===== config.mk =====
export PLATFORM = sky130hd
export DESIGN_NAME = regfile_mp_sb
export DESIGN_NICKNAME = d
export VERILOG_FILES = /design/src/rtl/regfile_mp_sb.sv
export SDC_FILE = /design/constraint.sdc
export NUM_CORES = 2
export LEC_CHECK = 0
export CAP_MARGIN = 20
export CORE_UTILIZATION = 52
export CTS_CLUSTER_SIZE = 10
export DETAILED_ROUTE_END_ITERATION = 8
export PLACE_DENSITY = 0.71
export SYNTH_ARGS = -nofsm -noshare
export SYNTH_HDL_FRONTEND = slang
export SYNTH_SLANG_ARGS = --single-unit

===== constraint.sdc =====
create_clock -name clk -period 7.2 [get_ports clk]
set_clock_uncertainty 0.1 [all_clocks]
set_input_delay 1.44 -clock clk [delete_from_list [all_inputs] [get_ports clk]]
set_output_delay 1.44 -clock clk [all_outputs]
set_load 0.1 [all_outputs]

===== src/rtl/regfile_mp_sb.sv =====
// Multi-port integer register file with optional write-to-read bypass and an
// integrated pending-write scoreboard for RAW/WAW hazard detection at issue.
module regfile_mp_sb #(
  parameter int WIDTH    = 32,
  parameter int DEPTH    = 32,
  parameter int NUM_RD   = 2,
  parameter int NUM_WR   = 2,
  parameter int BYPASS   = 1,
  parameter int ZERO_REG = 1,
  localparam int AW      = $clog2(DEPTH)
) (
  input  logic                     clk,
  input  logic                     rst,
  input  logic [NUM_RD*AW-1:0]     rd_addr,
  output logic [NUM_RD*WIDTH-1:0]  rd_dout,
  output logic [NUM_RD-1:0]        rd_busy,
  input  logic [NUM_WR-1:0]        we,
  input  logic [NUM_WR*AW-1:0]     wr_addr,
  input  logic [NUM_WR*WIDTH-1:0]  wr_din,
  input  logic                     iss_valid,
  input  logic [AW-1:0]            iss_addr,
  output logic                     iss_ok,
  input  logic                     flush,
  output logic [DEPTH-1:0]         pend
);

  localparam logic [AW:0] DEPTH_C = DEPTH[AW:0];

  logic [WIDTH-1:0] mem [DEPTH];
  logic [DEPTH-1:0] pending;
  logic [DEPTH-1:0] pend_nxt;

  logic [AW-1:0]    wa [NUM_WR];
  logic [WIDTH-1:0] wd [NUM_WR];
  logic [AW-1:0]    ra [NUM_RD];
  logic [NUM_WR-1:0] wr_acc;

  logic iss_zero;
  logic iss_in;
  logic iss_pend;
  logic iss_wr_hit;
  logic iss_mark;

  function automatic logic in_range(input logic [AW-1:0] a);
    return ({1'b0, a} < DEPTH_C);
  endfunction

  function automatic logic is_zero_reg(input logic [AW-1:0] a);
    return (ZERO_REG != 0) && (a == '0);
  endfunction

  for (genvar k = 0; k < NUM_WR; k++) begin : g_wr
    assign wa[k] = wr_addr[k*AW +: AW];
    assign wd[k] = wr_din[k*WIDTH +: WIDTH];
    assign wr_acc[k] = rst && we[k] && in_range(wa[k]) && !is_zero_reg(wa[k]);
  end

  // Read ports: later write ports override earlier ones on a bypass match,
  // mirroring the storage priority so bypass and stored data always agree.
  for (genvar i = 0; i < NUM_RD; i++) begin : g_rd
    logic             hit;
    logic [WIDTH-1:0] bdata;
    logic [WIDTH-1:0] dout;
    logic             busy;

    assign ra[i] = rd_addr[i*AW +: AW];

    always_comb begin
      hit   = 1'b0;
      bdata = '0;
      for (int k = 0; k < NUM_WR; k++) begin
        if ((BYPASS != 0) && wr_acc[k] && (wa[k] == ra[i])) begin
          hit   = 1'b1;
          bdata = wd[k];
        end
      end
    end

    always_comb begin
      dout = '0;
      busy = 1'b0;
      if (in_range(ra[i]) && !is_zero_reg(ra[i])) begin
        dout = hit ? bdata : mem[ra[i]];
        busy = pending[ra[i]] && !hit;
      end
    end

    assign rd_dout[i*WIDTH +: WIDTH] = dout;
    assign rd_busy[i]                = busy;
  end

  // Issue acceptance: a pending destination may be reissued when its
  // writeback lands in the same cycle.
  always_comb begin
    iss_zero   = is_zero_reg(iss_addr);
    iss_in     = in_range(iss_addr);
    iss_pend   = iss_in ? pending[iss_addr] : 1'b0;
    iss_wr_hit = 1'b0;
    for (int k = 0; k < NUM_WR; k++) begin
      if (wr_acc[k] && (wa[k] == iss_addr)) iss_wr_hit = 1'b1;
    end
  end

  assign iss_ok   = rst && iss_valid && !flush && (iss_zero || !iss_pend || iss_wr_hit);
  assign iss_mark = iss_ok && !iss_zero && iss_in;

  // The issue set is applied after write clears so it wins on the same bit.
  always_comb begin
    pend_nxt = pending;
    for (int k = 0; k < NUM_WR; k++) begin
      if (wr_acc[k]) pend_nxt[wa[k]] = 1'b0;
    end
    if (iss_mark) pend_nxt[iss_addr] = 1'b1;
  end

  always_ff @(posedge clk) begin
    if (!rst) begin
      pending <= '0;
      for (int d = 0; d < DEPTH; d++) mem[d] <= '0;
    end else begin
      for (int k = 0; k < NUM_WR; k++) begin
        if (wr_acc[k]) mem[wa[k]] <= wd[k];
      end
      pending <= flush ? '0 : pend_nxt;
    end
  end

  assign pend = pending;

endmodule


==> impl_metrics.json <==
{
  "status": "finished, final reports clean",
  "multiInputGateArea_um2": 28600,
  "die_x_um": 348,
  "cp-endpoint": "rd_dout[42]",
  "powerDensity_nw_per_um2": 224,
  "drc": 0,
  "coreArea_um2": 118000,
  "synth_area_leaders": "edfxtp_1 49%, mux4_2 19%, a22o_1 14%",
  "worst_slew_pin_slew_ps": 1270,
  "relSlewSlack": 0.150,
  "async_flop_share": 0,
  "cp-end-kind": "output port",
  "yosysWarningCount": 0,
  "place.gp.congestion": 0.963,
  "wire_per_inst_um": 43.5,
  "tns_ps": 0,
  "htreeDepth": 3,
  "seq_area_frac_synth": 0.504,
  "regArea_um2": 31400,
  "start_util": 0.526,
  "p_leak_nw": 24.0,
  "drive_above_1_share": 0.259,
  "cp-startpoint": "wr_addr[0]",
  "die_h_um": 348,
  "postRouteAntennaNets": 0,
  "cts_hold_buffers": 0,
  "cts_tree": "done",
  "final-max-slew-violation-count": 0,
  "comb_power_share": 0.189,
  "place.port_buffers": 193,
  "synth_top_area_share": 0.494,
  "p_int_mw": 11.3,
  "place_area_um2": 66700,
  "clock_sinks": 1056,
  "clockRootBuffer": "clkbuf_16",
  "arrival_ps": 5150,
  "period_share": 0.929,
  "postCtsSetupBuffers": 0,
  "dr_total_vias": 49500,
  "syn_area_um2": 62300,
  "hp-class": "flip-flop to flip-flop",
  "maxCapViolCount": 0,
  "grt_max_degree": 86,
  "crit_path_start_kind": "input pin",
  "finalNetCount": 4431,
  "ir_drop_mv": 0.210,
  "die_area_um2": 121000,
  "synth_edf_count": 1024,
  "syn2layout_area_growth_pct": 13.0,
  "dr.pass1.iters": 9,
  "synthCells": 4415,
  "synth_area_per_cell_um2": 14.1,
  "ff2ff_setup_slack_ps": 4850,
  "min_period_ps": 6690,
  "cts_buffers": 119,
  "antenna_found_initial": 6,
  "grt_pass1_vias": 47500,
  "fillers": 8902,
  "ys_types": 59,
  "rsz0062_at_grt": "false",
  "r2r-start": "pend[6]",
  "reg2reg_to": "pend[14]",
  "rows": 126,
  "crit_fanout": 36,
  "p_clk_frac": 0.349,
  "cts-resized-gates": 0,
  "sw_frac_of_total": 0.287,
  "dp_hpwl_mm": 145,
  "clkTransAtPathRegs_ps": 50,
  "finalPower_mw": 15.8,
  "synthFlopType": "edfxtp_1",
  "clk_path_buf_depth": 3,
  "critPathKind": "input pin to output port",
  "clk_latency_ps": 730,
  "finalSetupViolations": 0,
  "grt-ovfl-total": 0,
  "final_area_um2": 70300,
  "cp.required_ps": 5660,
  "r2r_cells": 7,
  "track_usage": 0.426,
  "drt_iter0_markers": 9829,
  "grt_pass1_wl_mm": 358,
  "switching_power_mw": 4.52,
  "io_pins": 194,
  "max_freq_mhz": 150,
  "synth_seq_cells": 1056,
  "pwr-share-seq": 0.462,
  "hold_viol_final": 0,
  "synth_area_leader_cell": "edfxtp_1",
  "wl_mm": 261,
  "viasPerCell": 8.26
}
[synth_stat cells (all sizes together), types with 2 or more instances]
cell and n:
a221oi 19, a31oi 25, nand4b 2, a2111oi 4, o211ai 18, nor2b 8, dfxtp 32, nor4 14
o41ai 8, nand2 169, xor2 20, and2 4, mux4 527, o21ai 61, a22o 993, or3 4
a32oi 15, nor2 86, o22ai 3, a22oi 72, xnor2 10, and3 21, nand3b 5, o221ai 5
edfxtp 1024, clkbuf 453, nor3 47, or2 6, mux2 8, nand2b 74, buf 247, mux2i 223
o32ai 2, nand4 5, o31ai 7, a21oi 62, nand3 118, inv 4
[routing by layer]
layer / up-vias / GRT usage / part of all wire
li1: 18100 / - / -
met5: - / 0.0112 / 0.00075
met2: 5759 / 0.587 / 0.41
met3: 1488 / 0.196 / 0.19
met4: 18 / 0.297 / 0.089
met1: 24100 / 0.528 / 0.31
[cell families (layout without fill, tap and decap cells)]
group	count (synthesis)	in the layout	share of synthesized area
compound gates	1298	1298	0.172
flops	1056	1056	0.504
mux	758	758	0.228
buf+inv	705	642	0.0474
simple gates	567	567	0.0441
xor+xnor	30	30	0.00422
other cells	1	44	0.0000602
[state kept, by name (all words and copies together), names as in the netlist]
| signal | cells |
|---|---|
| pend | 32 |
| mem | 1024 |
[worst min path at each step]
stage             start        to  slack [ps]  depth (start not counted)
2_1_floorplan  pend[25]  pend[25]         830                          2
3_3_place_gp   pend[11]  pend[11]         420                          2
3_5_place_dp   pend[23]  pend[23]         420                          2
4_1_cts        pend[23]  pend[23]         440                          2
5_1_grt         pend[8]   pend[8]         470                          2
6_report       pend[23]  pend[23]         450                          2
[stage by stage]
step | hold WS (ps) | worst slack [ps] | utilization | cells
floorplan | 828 | 574 | - | 4446
global placement | 417 | 729 | 0.563 | 5798
detailed placement | 419 | 739 | 0.563 | 5801
CTS | 439 | 737 | 0.591 | 5969
global route | 468 | 377 | 0.594 | 5983
finish | 445 | 514 | 0.594 | 5995
[layout make-up]
type                    instances  area share
inverters                       5    0.000267
repair buffers                469      0.0719
clock inverters                12     0.00109
flip-flops and latches       1056       0.446
well taps                    1600      0.0285
multi-input cells            2685       0.406
diodes                         12    0.000427
clock buffers                 156      0.0455
[power groups by stage]
stage	clock [mW]	sequential, mW	combinational [mW]
after floorplan	0	7.33	1.87
after global placement	0	7.37	2.84
after detailed placement	0	7.40	2.86
after CTS	5.44	7.27	2.87
after global routing	5.66	7.32	3.01
final	5.51	7.28	2.98
[cell usage in the layout, fill, tap and decap left out, types with 12 or more instances in the layout]
master	count
xor2_1	20
a31oi_1	25
nor2_4	32
nand3_1	117
o21ai_0	52
nand2b_1	74
conb_1	32
mux2i_1	223
clkbuf_16	126
buf_12	82
nor2_1	49
a22o_1	993
a221oi_1	19
buf_4	249
mux4_2	527
o211ai_1	18
dfxtp_1	32
clkdlybuf4s50_1	115
a22oi_1	72
nand2_1	137
nor3_2	25
a32oi_1	15
clkbuf_1	33
nand2_2	32
nor3_1	20
a21oi_1	61
and3_1	20
diode_2	12
edfxtp_1	1024
[critical path, cell delays in order]
cell,delay (ps)
clkdlybuf4s50_1,400
buf_4,200
nor2_1,370
a21oi_1,230
nand4_1,120
buf_4,510
nand2_2,750
o21ai_0,670
buf_4,220
buf_12,160
(Power assumes the default switching activity.)
